### src/rtl/parking_slot_manager.sv
// Parking slot manager: synchronizes and debounces four slot sensors, keeps the
// registered occupancy map, derives free-slot status for the display and runs
// the entry-gate state machine that only opens the barrier when a slot is free.
module parking_slot_manager #(
  parameter int DEBOUNCE_CYCLES  = 20,
  parameter int GATE_OPEN_CYCLES = 1500
) (
  input  logic       clk_500Hz,
  input  logic       reset,
  input  logic [3:0] slot_sensor,
  input  logic       entry_req,
  output logic [2:0] capacity,
  output logic [1:0] first_empty,
  output logic       full,
  output logic       gate_open,
  output logic       entry_denied
);

  localparam int              TW      = $clog2(GATE_OPEN_CYCLES);
  localparam logic [7:0]      DB_LAST = 8'(DEBOUNCE_CYCLES - 1);
  localparam logic [TW-1:0]   T_LOAD  = TW'(GATE_OPEN_CYCLES - 1);

  typedef enum logic [1:0] {
    ST_IDLE = 2'd0,
    ST_OPEN = 2'd1,
    ST_HOLD = 2'd2
  } gate_state_t;

  logic [3:0]    r_s_meta, r_s_sync;
  logic          r_r_meta, r_r_sync, r_r_prev;
  logic [3:0]    r_occupied;
  logic [7:0]    r_cnt [4];
  logic [2:0]    r_capacity;
  logic [1:0]    r_first_empty;
  logic          r_full;
  gate_state_t   r_state;
  logic [TW-1:0] r_timer;
  logic          r_gate_open;
  logic          r_entry_denied;

  logic [2:0]    w_free_cnt;
  logic [1:0]    w_first_empty;
  logic          w_arrive;

  // Two-flop synchronizers for the asynchronous sensor and loop inputs, plus
  // the previous-sample register used for arrival edge detection.
  always_ff @(posedge clk_500Hz or negedge reset) begin
    if (!reset) begin
      r_s_meta <= '0;
      r_s_sync <= '0;
      r_r_meta <= 1'b0;
      r_r_sync <= 1'b0;
      r_r_prev <= 1'b0;
    end else begin
      // NOTE: non-blocking assignments make every flop sample the old value of
      // its neighbour, which is what turns these lines into a shift chain.
      r_s_meta <= slot_sensor;
      r_s_sync <= r_s_meta;
      r_r_meta <= entry_req;
      r_r_sync <= r_r_meta;
      r_r_prev <= r_r_sync;
    end
  end

  // Per-slot debounce: a change is accepted only after DEBOUNCE_CYCLES
  // consecutive samples disagree with the stored occupancy.
  always_ff @(posedge clk_500Hz or negedge reset) begin
    if (!reset) begin
      r_occupied <= '0;
      for (int i = 0; i < 4; i++) r_cnt[i] <= '0;
    end else begin
      for (int i = 0; i < 4; i++) begin
        if (r_s_sync[i] == r_occupied[i]) begin
          r_cnt[i] <= '0;
        end else if (r_cnt[i] == DB_LAST) begin
          r_occupied[i] <= r_s_sync[i];
          r_cnt[i]      <= '0;
        end else begin
          r_cnt[i] <= r_cnt[i] + 8'd1;
        end
      end
    end
  end

  // Free-slot count and lowest free index from the occupancy map.
  always_comb begin
    // NOTE: defaults first so every path assigns the outputs and no latch forms.
    w_free_cnt    = '0;
    w_first_empty = 2'd0;
    for (int i = 0; i < 4; i++) w_free_cnt = w_free_cnt + {2'b00, ~r_occupied[i]};
    for (int i = 3; i >= 0; i--) begin
      if (!r_occupied[i]) w_first_empty = 2'(i);
    end
  end

  // Registered status outputs, one cycle behind the occupancy map.
  always_ff @(posedge clk_500Hz or negedge reset) begin
    if (!reset) begin
      r_capacity    <= 3'd4;
      r_first_empty <= 2'd0;
      r_full        <= 1'b0;
    end else begin
      r_capacity    <= w_free_cnt;
      r_first_empty <= w_first_empty;
      r_full        <= (r_occupied == 4'b1111);
    end
  end

  assign w_arrive = r_r_sync & ~r_r_prev;

  // Entry-gate FSM with open timer, denial pulse and registered gate decode.
  always_ff @(posedge clk_500Hz or negedge reset) begin
    if (!reset) begin
      r_state        <= ST_IDLE;
      r_timer        <= '0;
      r_gate_open    <= 1'b0;
      r_entry_denied <= 1'b0;
    end else begin
      r_entry_denied <= 1'b0;
      r_gate_open    <= (r_state != ST_IDLE);
      unique case (r_state)
        ST_IDLE: begin
          if (w_arrive && !r_full) begin
            r_state <= ST_OPEN;
            r_timer <= T_LOAD;
          end else if (w_arrive) begin
            r_entry_denied <= 1'b1;
          end
        end
        ST_OPEN: begin
          // Arrivals here are ignored; the timer is never reloaded.
          if (r_timer == '0) r_state <= r_r_sync ? ST_HOLD : ST_IDLE;
          else               r_timer <= r_timer - 1'b1;
        end
        ST_HOLD: begin
          if (!r_r_sync) r_state <= ST_IDLE;
        end
        default: r_state <= ST_IDLE;
      endcase
    end
  end

  assign capacity     = r_capacity;
  assign first_empty  = r_first_empty;
  assign full         = r_full;
  assign gate_open    = r_gate_open;
  assign entry_denied = r_entry_denied;

endmodule
### config.mk
export PLATFORM = sky130hd
export DESIGN_NAME = parking_slot_manager
export DESIGN_NICKNAME = d
export VERILOG_FILES = /design/src/rtl/parking_slot_manager.sv
export SDC_FILE = /design/constraint.sdc
export NUM_CORES = 1
export LEC_CHECK = 0
export ABC_AREA = 0
export CAP_MARGIN = 5
export CORE_MARGIN = 8
export CORE_UTILIZATION = 45
export CTS_CLUSTER_SIZE = 12
export DETAILED_ROUTE_END_ITERATION = 8
export GPL_TIMING_DRIVEN = 0
export PLACE_DENSITY = 0.6
export SLEW_MARGIN = 20
export SYNTH_ARGS = -nofsm -noshare
export SYNTH_HDL_FRONTEND = slang
export SYNTH_SLANG_ARGS = --single-unit
### constraint.sdc
create_clock -name clk_500Hz -period 3 [get_ports clk_500Hz]
set_clock_uncertainty 0.1 [all_clocks]
set_input_delay 0.9 -clock clk_500Hz [delete_from_list [all_inputs] [get_ports clk_500Hz]]
set_output_delay 0.9 -clock clk_500Hz [all_outputs]
set_load 0.05 [all_outputs]
==> results.cfg <==
[grt]
grt_pass1_vias = 1801
antenna_found_initial = 0
grt_pass1_wl_um = 8231
globalRouteTotalUtil_pct = 11.68
grt_max_degree = 54
grt_overflow = 0

[power]
power_mw = 2.183
ir_worst_vdd_mv = 0.2821
leakage_nw = 1.572
powerDensity_nw_per_um2 = 643.5

[setup_path]
worst_path_max_delay_cell = clkdlybuf4s50_1
cp_num_buf_inv = 1
r2r-start = r_timer[0]
crit_path_start_kind = flop
required_ns = 2.00
reg2reg_depth = 6
end_kind = primary output
r2r_setup_slack_ns = 1.11
max_stage_delay_ns = 0.80
r2r-end = r_state[0]
path_cells = clkdlybuf4s50_1
path_class = flop to primary output
crit_arrival_ns = 1.65
cp_top_family = buffers and inverters
critPathMaxFanout = 1

[worst_hold_path]
hp-start = r_s_meta[2]
hold_path.class = flop to flop
min_to = r_s_sync[2]
hold_depth = 0

[timing]
tightest_slew_ns = 0.5510
hold_viol = 0
post-route-period-util_pct = 88.24
period_needed_ns = 2.647
timing.fmax_mhz = 377.8
tns_ns = 0
setup_viol_count_final = 0
slew_headroom_pct = 62.98
drv_slew = 0
rsz0062_at_grt = false

[place]
place_area_um2 = 3168
gp_congestion = 0.7556
io_buffers = 14
dp.cells = 341
dp_hpwl_um = 3175

[finish]
final_area_um2 = 3392
area_growth_syn_to_layout_pct = 16.70
final_util_pct = 53.73
drive_gt1_share_pct = 10.04
num_antenna_cells = 0
final_nets = 291
fin_cells = 356
fillers = 565

[synthesis]
synth_edf_count = 0
synth_warnings = 0
avgSynthCellArea_um2 = 11.67
ys.flop_type = dfrtp_1
synth-async-reset-ratio_pct = 100.0
synth_area_um2 = 2907
synth_cell_types = 37
syn-instance-count = 249
synth-seq-area-share_pct = 58.59
synthesis.nets = 265
ys_seq_elements = 68

[clock_network]
cts_buffer_depth = 2
cts_buffers = 9
post_cts.repair.setup_buffers = 0
tritoncts = yes
path_clk_slew_ns = 0.07
numClockSinks = 68
htreeDepth = 3
post_cts_resized = 0
clkLatencyLatePin_ns = 0.34
cts_hold_buf = 0
cts_root_buffer = clkbuf_8

[job]
maxCapViolCount = 0

[outcome]
status = finished clean

[floorplanning]
dieArea_um2 = 9286
die_y_um = 96.37
std_cell_rows = 29
io_pins = 15
start_util_pct = 46.04
die_width_um = 96.37
core_area_um2 = 6314

[detailed_routing]
post-route-drc-count = 0
vias = 1818
routed_via_density = 5.107
wirelength_um = 4688
ant_nets = 0
drt_iter0_drc = 54
avgRoutedWirePerCell_um = 13.17
dr.pass1.iters = 4
worst max-delay path by stage:
stage,startpoint,endpoint,slack (ns),depth (start not counted)
global route,capacity[2],capacity[2],0.30,1
CTS,capacity[2],capacity[2],0.32,1
floorplan,r_cnt[5],r_occupied[3],1.25,3
detailed placement,capacity[2],capacity[2],0.70,1
global placement,reset,r_cnt[2],-1.35,1
finish,capacity[2],capacity[2],0.35,1
synth_stat cells (all sizes together), types with 2 or more instances:
master / number / area share, %
nor3: 3 / 0.69
dfrtp: 67 / 58
nor4b: 2 / 0.60
or3: 9 / 2.5
and3: 9 / 1.9
nand3: 6 / 1.0
a21oi: 3 / 0.52
mux2: 4 / 1.9
nand2: 26 / 3.4
nor2: 33 / 4.3
xor2: 24 / 7.2
nand2b: 2 / 0.43
and2: 9 / 1.9
inv: 6 / 0.77
mux2i: 3 / 1.0
or4: 4 / 1.0
o21ai: 2 / 0.34
o311ai: 2 / 0.60
xnor2: 6 / 1.8
ha: 8 / 3.4
nand4: 8 / 1.7
layout by cell type (no fill, tap or decap), types with 6 or more instances in the layout:
cell / synthesis / layout
xor2_1: 24 / 24
inv_1: 6 / 6
dfrtp_1: 67 / 67
clkdlybuf4s50_1: 0 / 13
and3_1: 9 / 9
nand4_1: 8 / 8
nand3_1: 6 / 6
clkbuf_8: 0 / 11
xnor2_1: 6 / 6
nor2_1: 33 / 33
ha_1: 8 / 8
and2_1: 9 / 9
nand2_1: 26 / 26
or3_1: 6 / 6
flip-flops by register name, indices dropped and copies added (netlist names):
signal / cells
entry_denied: 1
first_empty: 2
r_cnt: 32
r_s_meta: 4
r_occupied: 4
r_s_sync: 4
r_state: 2
r_r_meta: 1
capacity: 3
r_timer: 11
gate_open: 1
r_r_sync: 1
r_r_prev: 1
full: 1
area by class of cell:
cell class / instances / area, µm² / area share [%]
multi-input combinational: 175 / 1181 / 34.82
clock inverter: 4 / 72.57 / 2.139
sequential: 68 / 1703 / 50.20
clock buffer: 11 / 151.4 / 4.463
timing repair buffer: 15 / 165.2 / 4.869
inverter: 6 / 22.52 / 0.6640
tap: 77 / 96.34 / 2.840
where the power goes:
group          internal [mW]  switching [mW]  leakage, nW
combinational          0.119           0.131        0.588
clock                  0.507           0.337        0.111
sequential             0.999          0.0886        0.873
metal layers:
metal	vias to the layer above	wire length [µm]	GRT usage [%]
met5	-	0	0
met2	28	1957	16.63
met1	876	2370	15.06
met3	11	263	4.290
met4	0	97	6.431
li1	903	-	-
through the flow:
stage               hold WS [ns]  setup slack (ns)
floorplan                 0.2312             1.247
global placement          0.2336            -1.348
detailed placement        0.2347            0.7039
CTS                       0.2473            0.3193
global route              0.2556            0.3017
finish                    0.2493            0.3528
kinds of logic (layout without fill, tap and decap cells):
group / Yosys count / after routing / share of synthesized area, %
adders and majority gates: 9 / 9 / 4.133
AOI/OAI and AO/OA: 13 / 13 / 3.617
and+or+nand+nor: 116 / 116 / 20.88
buffers and inverters: 6 / 36 / 0.7748
xor gates and xnor gates: 30 / 30 / 9.040
DFF: 68 / 68 / 58.59
muxes: 7 / 7 / 2.970
(Power assumes the default switching activity.)
